===== config.mk =====
export PLATFORM = sky130hd
export DESIGN_NAME = seq_divider
export DESIGN_NICKNAME = d
export VERILOG_FILES = /design/src/rtl/seq_divider.sv
export SDC_FILE = /design/constraint.sdc
export NUM_CORES = 1
export LEC_CHECK = 0
export ABC_CLOCK_PERIOD_IN_PS = 2300
export CORE_ASPECT_RATIO = 0.7
export CORE_MARGIN = 2
export CORE_UTILIZATION = 40
export DETAILED_ROUTE_END_ITERATION = 6
export SLEW_MARGIN = 20
export SYNTH_ARGS = -nofsm -noshare
export SYNTH_HDL_FRONTEND = slang
export SYNTH_SLANG_ARGS = --single-unit

===== constraint.sdc =====
create_clock -name clk -period 2.3 [get_ports clk]
set_input_delay 0.46 -clock clk [delete_from_list [all_inputs] [get_ports clk]]
set_output_delay 0.46 -clock clk [all_outputs]
set_load 0.01 [all_outputs]

===== src/rtl/seq_divider.sv =====
// seq_divider: multi-cycle unsigned restoring divider, one quotient bit per clock.
// Latency: busy for WIDTH cycles after the accepting edge, done pulses in cycle WIDTH+1.
// Backpressure: start is accepted only in IDLE/DONE (busy==0); start while busy is ignored.
//
// Ports:
//   clk, rst_n          - clock (rising edge), asynchronous active-low reset
//   start               - request, sampled on the rising edge when not busy
//   dividend, divisor   - unsigned operands, captured on the accepting edge
//   busy                - high while iterating
//   done                - one-cycle result strobe
//   quotient, remainder - results, held until the next operation completes
//   div_zero            - only with DIVZERO_FLAG_EN defined: divisor was zero
//
// Optional feature macro: DIVZERO_FLAG_EN. When defined, a zero divisor raises
// div_zero and skips the iteration, so done follows acceptance by one cycle
// and busy stays low.
module seq_divider #(
    parameter int WIDTH = 8
) (
    input  logic             clk,
    input  logic             rst_n,
    input  logic             start,
    input  logic [WIDTH-1:0] dividend,
    input  logic [WIDTH-1:0] divisor,
    output logic             busy,
    output logic             done,
    output logic [WIDTH-1:0] quotient,
    output logic [WIDTH-1:0] remainder
`ifdef DIVZERO_FLAG_EN
    ,
    output logic             div_zero
`endif
);

    localparam int CW = (WIDTH > 2) ? $clog2(WIDTH) : 1;
    localparam logic [CW-1:0] LAST = CW'(WIDTH - 1);

    typedef enum logic [1:0] {
        IDLE = 2'd0,
        CALC = 2'd1,
        DONE = 2'd2
    } state_t;

    state_t           state;
    logic [WIDTH-1:0] divisor_reg;
    logic [WIDTH-1:0] q_reg;
    logic [WIDTH-1:0] partial_rem;
    logic [CW-1:0]    cnt;

    // Shifted partial remainder; the bit shifted out of partial_rem stays on as
    // the extra MSB so the trial subtraction sees the full WIDTH+1-bit value.
    logic [WIDTH:0]   rem_shift;
    // Subtract-with-borrow via the adder chain: a + ~b + 1. The carry out of
    // the top bit is set exactly when there is no borrow.
    logic [WIDTH+1:0] sub_sum;
    logic             no_borrow;
    logic [WIDTH-1:0] next_rem;
    logic [WIDTH-1:0] next_q;
    logic             accept;
    logic             unused_trial_msb;

    assign rem_shift = {partial_rem, q_reg[WIDTH-1]};
    assign sub_sum   = {1'b0, rem_shift} + {1'b0, ~{1'b0, divisor_reg}} + (WIDTH+2)'(1);
    assign no_borrow = sub_sum[WIDTH+1];
    // With no borrow the trial result is below the divisor, so its top bit is
    // always zero and only the low WIDTH bits are kept.
    assign unused_trial_msb = sub_sum[WIDTH];
    assign next_rem  = no_borrow ? sub_sum[WIDTH-1:0] : rem_shift[WIDTH-1:0];
    assign next_q    = {q_reg[WIDTH-2:0], no_borrow};
    assign accept    = start && ((state == IDLE) || (state == DONE));

    always_ff @(posedge clk or negedge rst_n) begin
        if (!rst_n) begin
            state       <= IDLE;
            divisor_reg <= '0;
            q_reg       <= '0;
            partial_rem <= '0;
            cnt         <= '0;
            busy        <= 1'b0;
            done        <= 1'b0;
            quotient    <= '0;
            remainder   <= '0;
`ifdef DIVZERO_FLAG_EN
            div_zero    <= 1'b0;
`endif
        end else begin
            done <= 1'b0;
            if (accept) begin
                state       <= CALC;
                divisor_reg <= divisor;
                q_reg       <= dividend;
                partial_rem <= '0;
                cnt         <= '0;
`ifdef DIVZERO_FLAG_EN
                div_zero    <= (divisor == '0);
                busy        <= (divisor != '0);
`else
                busy        <= 1'b1;
`endif
            end else begin
                case (state)
                    CALC: begin
`ifdef DIVZERO_FLAG_EN
                        if (div_zero) begin
                            // Zero divisor: q_reg still holds the untouched dividend.
                            state     <= DONE;
                            done      <= 1'b1;
                            quotient  <= '1;
                            remainder <= q_reg;
                        end else
`endif
                        begin
                            partial_rem <= next_rem;
                            q_reg       <= next_q;
                            cnt         <= cnt + CW'(1);
                            if (cnt == LAST) begin
                                state     <= DONE;
                                busy      <= 1'b0;
                                done      <= 1'b1;
                                quotient  <= next_q;
                                remainder <= next_rem;
                            end
                        end
                    end
                    DONE:    state <= IDLE;
                    default: state <= IDLE;
                endcase
            end
        end
    end

endmodule


### After elaboration in Yosys (flattened, before gate mapping)

Cells that the tools add are included.

* bits in registers: 47
* bits in latches: 0
* RAM bits: 0
* ROM bits: 0
* input port bits: 19
* output and inout port bits: 18
* word-level logic and storage cells: 41
* memories kept: 0

* add/sub/neg operators: 3
* $mul: 0
* div/mod/pow operators: 0
* magnitude comparators: 0
* equal/unequal tests: 4
* shifts and indexed selects: 0
* mux-type cells: 16
* bitwise gates (word level): 2
* reductions and logical operators: 7

Operators by type and width (count)
* 2-to-1 mux 8 bit: 5
* adder 10 x 1 -> 10 bit (second input constant): 1
* adder 9 x 9 -> 10 bit: 1
* NOT 8 -> 9 bit: 1
* 2-to-1 mux 1 bit: 6
* 2-to-1 mux 2 bit: 3
* 2-to-1 mux 3 bit: 2
* nonzero test 2 bit: 2
* adder 3 x 1 -> 3 bit (second input constant): 1
* == test 3 bit (second input constant): 1
* != test 3 bit (second input constant): 1
* AND reduction 3 bit: 1
* == test 2 x 1 -> 1 bit (second input constant): 1
* == test 2 bit (second input constant): 1
* zero test 2 bit: 1
* AND reduction 2 bit: 1
* logical AND 1 bit: 1
* logical OR 1 bit: 1
* NOT 1 bit: 1

### Depth between registers and ports, before layout

Gate-level depths: netlist of the first run.

* word-level depth: 6
* mapped depth: 9
* depth with buffers taken out: 9

### Worst setup path after synthesis of the first run

OpenSTA, ideal clock, no wires.

* kind: register -> register
* start: register partial_rem[4]
* end: register remainder[4]
* setup time: 0.136 ns
* arrival: 1.805 ns
* data required time: 2.164 ns
* slack: 0.358 ns
* cell stages (with the launch flop): 9
* path buffers: 2
* clock period less this slack: 1.942 ns
* cell sequence: dfrtp_1 -> ha_1 -> buf_4 -> nand4_1 -> a2111oi_4 -> or2_1 -> buf_4 -> mux2i_1 -> o21ai_0

* longest elaborated chain between the ends: 3

Ends and longest elaborated chain
* from (decl): RTL line 47 `logic [WIDTH-1:0] partial_rem;`
* from (signal assigned): RTL line 113 `partial_rem <= next_rem;`
* adder 9 x 9 -> 10 bit: RTL line 63 `assign sub_sum = {1'b0, rem_shift} + {1'b0, ~{1'b0, divisor_reg}} + (WIDTH+2)'(1);`
* adder 10 x 1 -> 10 bit: RTL line 63
* 2-to-1 mux 8 bit: RTL line 68 `assign next_rem = no_borrow ? sub_sum[WIDTH-1:0] : rem_shift[WIDTH-1:0];`
* to (signal assigned): RTL line 121 `remainder <= next_rem;`
* to (decl): RTL line 28 `output logic [WIDTH-1:0] remainder`

No other way between the ends.
A chain may end at the register's enable or synchronous reset.

### Worst setup path after layout of the first run

* start: register partial_rem[4]
* end: register partial_rem[4]

* longest elaborated chain between the ends: 5

Ends and longest elaborated chain
* adder 9 x 9 -> 10 bit: RTL line 63
* adder 10 x 1 -> 10 bit: RTL line 63
* 2-to-1 mux 8 bit: RTL line 68
* 2-to-1 mux 8 bit: RTL line 101 `case (state)`
* 2-to-1 mux 8 bit: RTL line 88 `if (accept) begin`

No other way between the ends. The select of a mux whose other input is x is not followed.

==> results of run 1 <==
[synth_stat cells (all sizes together)]
master	number	area [µm²]
a2111oi	1	27.53
a211oi	3	22.52
a21o	1	7.510
a21oi	5	36.29
a221o	1	10.01
a22o	2	17.52
a22oi	7	52.55
a2bb2oi	1	8.760
a31oi	3	18.77
a32oi	1	8.760
and2	1	6.260
buf	3	26.27
clkbuf	8	30.03
dfrtp	47	1176
fa	1	20.02
ha	10	125.1
inv	14	52.55
mux2	8	90.09
mux2i	4	40.04
nand2	40	150.1
nand2b	2	12.51
nand3	1	5.000
nand4	1	6.260
nor2	7	26.28
nor2b	2	12.51
nor3	1	5.000
nor3b	3	22.52
o2111ai	1	8.760
o21ai	31	155.2
o21bai	1	7.510
o221ai	1	8.760
o31ai	2	15.01
or2	1	6.260
or2b	1	7.510
or4b	1	10.01
xnor2	2	17.52
xor2	2	17.52
[power breakdown]
| part | internal (µW) | total (µW) | switching, µW |
|---|---|---|---|
| clock | 435 | 717 | 283 |
| sequential | 1250 | 1490 | 241 |
| combinational | 1300 | 2830 | 1530 |
| total | 2980 | 5030 | 2050 |
[path summary, 6_finish.rpt]
kind	end	slack, ps	cells past startpoint
max in group asynchronous	partial_rem[1]	1560	2
hold reg to reg	busy	490	1
hold / removal	done	150	1
setup / recovery	partial_rem[4]	190	6
min in group clk	busy	490	1
setup reg to reg	partial_rem[4]	190	6
[metrics by stage]
stage | hold WS, ps | setup slack [ps]
6_report | 146.1 | 191.3
4_1_cts | 155.6 | 28.45
3_5_place_dp | 464.8 | -5.828
2_1_floorplan | 164.4 | 358.5
5_1_grt | 178.4 | 5.568
3_3_place_gp | 465.8 | 41.38
[what timing repair did]
item / 4_1_cts / 5_1_grt
buffers inserted: 0 / 3
gates resized for setup: 2 / 5
pin swaps: 0 / 1
gates cloned: 0 / 0
endpoints found under the setup margin: 2 / 13
[layer usage]
metal / routed length, µm / share of wire, % / vias up
met5: 0 / 0 / -
li1: - / - / 856
met3: 222 / 4.5 / 4
met1: 2639 / 54 / 805
met4: 44 / 0.90 / 0
met2: 1980 / 41 / 34
[logic make-up after synthesis]
family / after synthesis / synth area share, %
simple gates: 61 / 11.90
mux: 12 / 5.730
buf+inv: 25 / 4.793
xor+xnor: 4 / 1.543
flops: 47 / 51.79
compound gates: 61 / 17.85
fa+ha+maj: 11 / 6.391
[final cells by class]
type,count,area [µm²]
Fill cell,499,2469
Sequential cell,47,1176
Multi-Input combinational cell,149,1017
Timing Repair Buffer,46,430.4
Tap cell,72,90.09
Clock buffer,6,72.57
Clock inverter,2,60.06
Inverter,14,52.55
==> run summary, run 1 <==
run status = finished, final reports clean
gp weighted congestion = 0.8599
Fmax = 0.4742 GHz
flop and latch count out of synthesis = 47
total power per unit cell area = 1737 nW/µm²
cell count after synthesis = 221
crit path launch = partial_rem[4]
area of the die = 6306 µm²
count of TritonRoute iterations in the first routing pass = 4
DR vias/cell = 5.057
Post-Route Skew = 8.290 ps
critical-path cell list = ha_1 -> nand4_1 -> a2111oi_4 -> or2_4 -> mux2i_1 -> o21ai_0
maximum number of pins on one net before global-route repair = 27
met3 GRT Util = 4.525%
Reg-to-Reg Start = partial_rem[4]
half-perimeter wire length of the detailed placement result = 3.503 mm
Util after Layout = 54.01%
sequential element share of the synthesized area = 51.79%
Critical Path Fanout Max = 8
CTS tree = done
post-synthesis average cell area = 10.28 µm²
antenna violation net count after detailed routing = 0
endpoints failing hold = 0
number of standard cells in the final layout excluding fillers = 336
leftover overflow at the end of global routing = 0
most common library cell in the layout ignoring fill and taps = dfrtp_1
Critical-path top delay cell = ha_1
initial core utilization = 42.31%
number of distinct library cells after synthesis = 39
port buffer count = 36
syn_nets = 251
Min Clock Period, post-route = 2109 ps
number of cells after detailed placement = 325
detailed-route wire length per cell = 14.54 µm
quantity of hold-fixing buffers added after cts = 0
cell area after layout = 2899 µm²
number of H-tree levels = 2
share of post-route cells with drive strength above 1 = 12.88%
slew of the pin with the lowest slew margin = 809.8 ps
first-pass GRT wire length = 8.321 mm
number of global-route vias before repair = 1,652
Critical path buffers and inverters = 0
max-capacitance violation count = 0
# rows = 22
M2 GR Usage = 23.75%
Skew-Pair Late Insertion Delay = 300 ps
final slew viol count = 0
Reg clk slew, reported paths = 90 ps
Most Crowded Layer GR = met1
detailed router's first-iteration violation count = 117
Layout Nets = 293
area added between synthesis and finish = 27.66%
Num CTS Buffers = 5
maximum buffer depth of the clock tree = 2
Area after DPL = 2713 µm²
critical path launch point type = register
post-layout power = 5034 µW
synth warn = 0
clock sinks = 47
CORE AREA = 5368 µm²
All-Layer GR Usage = 17.25%
Peak VDD IR = 579.2 µV
Via Count = 1,699
Worst Path Class, Setup = reg2reg
endpoint arrival time on the critical path = 2280 ps
Die Height = 67.04 µm
portion of the clock cycle consumed by the worst path in the final layout = 91.68%
top cell family by delay on the critical path = adder cells
# IOs = 37
number of antenna violations at the first check in global routing = 0
class of the most critical hold timing path = in2async
final sum of negative setup slack = 0 ps
drt drc = 0
required time of the critical path = 2470 ps
Setup Viol. Count Final = 0
leakage power summed over all cells = 0.001284 µW
Root Buffer = clkbuf_8
critical path capture point type = register
total routed wirelength = 4.886 mm
CP max stage delay = 440 ps
Synth Cell Area = 2271 µm²
antenna fix cells = 0
commonest non-fill, non-tap cells in the layout = 47 x dfrtp_1, 40 x nand2_1, 35 x clkdlybuf4s50_1
RSZ-0062 raised after global routing = false
GRT met1 Usage = 26.71%
headroom to the max-slew limit = 45.81%
horizontal extent of the die = 94.06 µm
Note: power is estimated with default switching activity, not from simulation.
==> run 2: changes to the inputs <==
--- a/config.mk
+++ b/config.mk
@@ -7,7 +7,6 @@
 export LEC_CHECK = 0
 export ABC_CLOCK_PERIOD_IN_PS = 2300
 export CORE_ASPECT_RATIO = 0.7
-export CORE_MARGIN = 2
 export CORE_UTILIZATION = 40
 export DETAILED_ROUTE_END_ITERATION = 6
 export SLEW_MARGIN = 20
==> run 2 against run 1 <==
  * Non-clock buffer count unchanged
  * Worst hold slack better by 100 ps
  * Clock skew fell by 1.7 ps
  * Highest routed layer unchanged
  * Count of clock-buffer cells in the layout stayed put
  * Setup slack got worse by 48 ps
  * Final cell count unchanged
  * Critical endpoint is now partial_rem[1]
  * Via count fell by 1.5%
  * Wire length decreased by 3.3%
==> run summary, run 2 (synthesis results as in run 1) <==
run status = finished, final reports clean
Peak VDD IR = 642.0 µV
endpoints failing hold = 0
number of cells after detailed placement = 328
Critical path buffers and inverters = 0
headroom to the max-slew limit = 59.94%
CTS tree = done
horizontal extent of the die = 92.06 µm
filler cell count in the final layout = 501
Setup Viol. Count Final = 0
Layout Nets = 293
Storage cell area = 1176 µm²
leakage power summed over all cells = 0.001280 µW
post-layout power = 5007 µW
critical-path cell list = ha_1 -> a21oi_1 -> o221ai_1 -> nor2_2 -> mux2i_1 -> o21ai_0
clock sinks = 47
required time of the critical path = 2460 ps
antenna fix cells = 0
final slew viol count = 0
drt drc = 0
Critical Path Fanout Max = 7
commonest non-fill, non-tap cells in the layout = 47 x dfrtp_1, 40 x nand2_1, 35 x clkdlybuf4s50_1
Num CTS Buffers = 5
area added between synthesis and finish = 26.94%
Skew-Pair Late Insertion Delay = 290 ps
number of antenna violations at the first check in global routing = 0
cell area after layout = 2883 µm²
CP max stage delay = 420 ps
detailed-route wire length per cell = 14.07 µm
quantity of hold-fixing buffers added after cts = 0
class of the most critical hold timing path = in2async
Min Clock Period, post-route = 2157 ps
DR vias/cell = 4.979
half-perimeter wire length of the detailed placement result = 3.419 mm
detailed router's first-iteration violation count = 105
combinational power share = 56.0%
# rows = 22
Via Count = 1,673
buffers inserted during post-CTS setup optimization = 0
number of global-route vias before repair = 1,646
antenna violation net count after detailed routing = 0
Fin Hold WS = 249.3 ps
Die Height = 65.04 µm
Root Buffer = clkbuf_8
top cell family by delay on the critical path = compound AO/OA/AOI/OAI gates
# IOs = 37
Critical-path top delay cell = dfrtp_1
Fmax = 0.4636 GHz
slew of the pin with the lowest slew margin = 600.9 ps
multi-input gate area in the final layout = 1001 µm²
total internal power = 2981 µW
All-Layer GR Usage = 17.94%
initial core utilization = 42.53%
CORE AREA = 5340 µm²
share of post-route cells with drive strength above 1 = 12.88%
pre-CTS WS = -12.44 ps
net switching power = 2025 µW
endpoint arrival time on the critical path = 2320 ps
leftover overflow at the end of global routing = 0
switching part of the total = 40.45%
gp weighted congestion = 0.8329
post-layout worst setup margin = 142.8 ps
critical path launch point type = register
critical path capture point type = register
RSZ-0062 raised after global routing = true
max-capacitance violation count = 0
count of TritonRoute iterations in the first routing pass = 4
Area after DPL = 2738 µm²
area of the die = 5988 µm²
maximum buffer depth of the clock tree = 2
portion of total power attributed to the clock network = 14.1%
portion of the clock cycle consumed by the worst path in the final layout = 93.79%
Post-Route Skew = 6.606 ps
share of total power in sequential cells = 29.9%
total routed wirelength = 4.726 mm
port buffer count = 36
first-pass GRT wire length = 8.328 mm
number of H-tree levels = 2
most common library cell in the layout ignoring fill and taps = dfrtp_1
Reg clk slew, reported paths = 90 ps
total power per unit cell area = 1737 nW/µm²
maximum number of pins on one net before global-route repair = 48
number of standard cells in the final layout excluding fillers = 336
Worst Path Class, Setup = reg2reg
run 2: stage by stage:
step | setup TNS (ps) | utilization [%]
after global routing | -109.9 | 53.98
after global placement | 0 | 51.27
final | 0 | 53.98
after CTS | 0 | 53.84
after floorplan | 0 | -
after detailed placement | -23.54 | 51.27
run 2: final cells by class:
type	instances	share of cell area (%)
Multi-Input combinational cell	149	34.72
Inverter	14	1.823
Clock buffer	6	2.517
Timing Repair Buffer	46	14.93
Clock inverter	2	2.083
Sequential cell	47	40.80
Tap cell	72	3.125
run 2: path summary, 6_finish.rpt:
| kind | start | end | slack, ps | cells past startpoint |
|---|---|---|---|---|
| max reg2reg | partial_rem[3] | partial_rem[1] | 140 | 6 |
| min | rst_n | divisor_reg[6] | 250 | 2 |
| max | partial_rem[3] | partial_rem[1] | 140 | 6 |
| min in group clk | remainder[3] | remainder[3] | 490 | 2 |
| min reg2reg | remainder[3] | remainder[3] | 490 | 2 |
| max in group asynchronous | rst_n | divisor_reg[2] | 1640 | 2 |
run 2: repair_timing:
action                                  4_1_cts  5_1_grt
resized for setup                             2        3
endpoints found under the setup margin        5       14
gates cloned                                  0        0
pin swaps                                     0        1
run 2: routing by layer:
layer / global-route usage (%) / routed length [µm]
met5: 0 / 0
met4: 3.516 / 19
met3: 4.225 / 172
met2: 26.40 / 1948
met1: 26.85 / 2586
run 2: power groups by stage:
stage                     Clock, µW  Combinational (µW)  Sequential, µW
after floorplan                   0                1860            1520
after global placement            0                2710            1510
after detailed placement          0                2750            1510
after CTS                       725                2790            1500
after global routing            757                3190            1550
final                           705                2800            1500
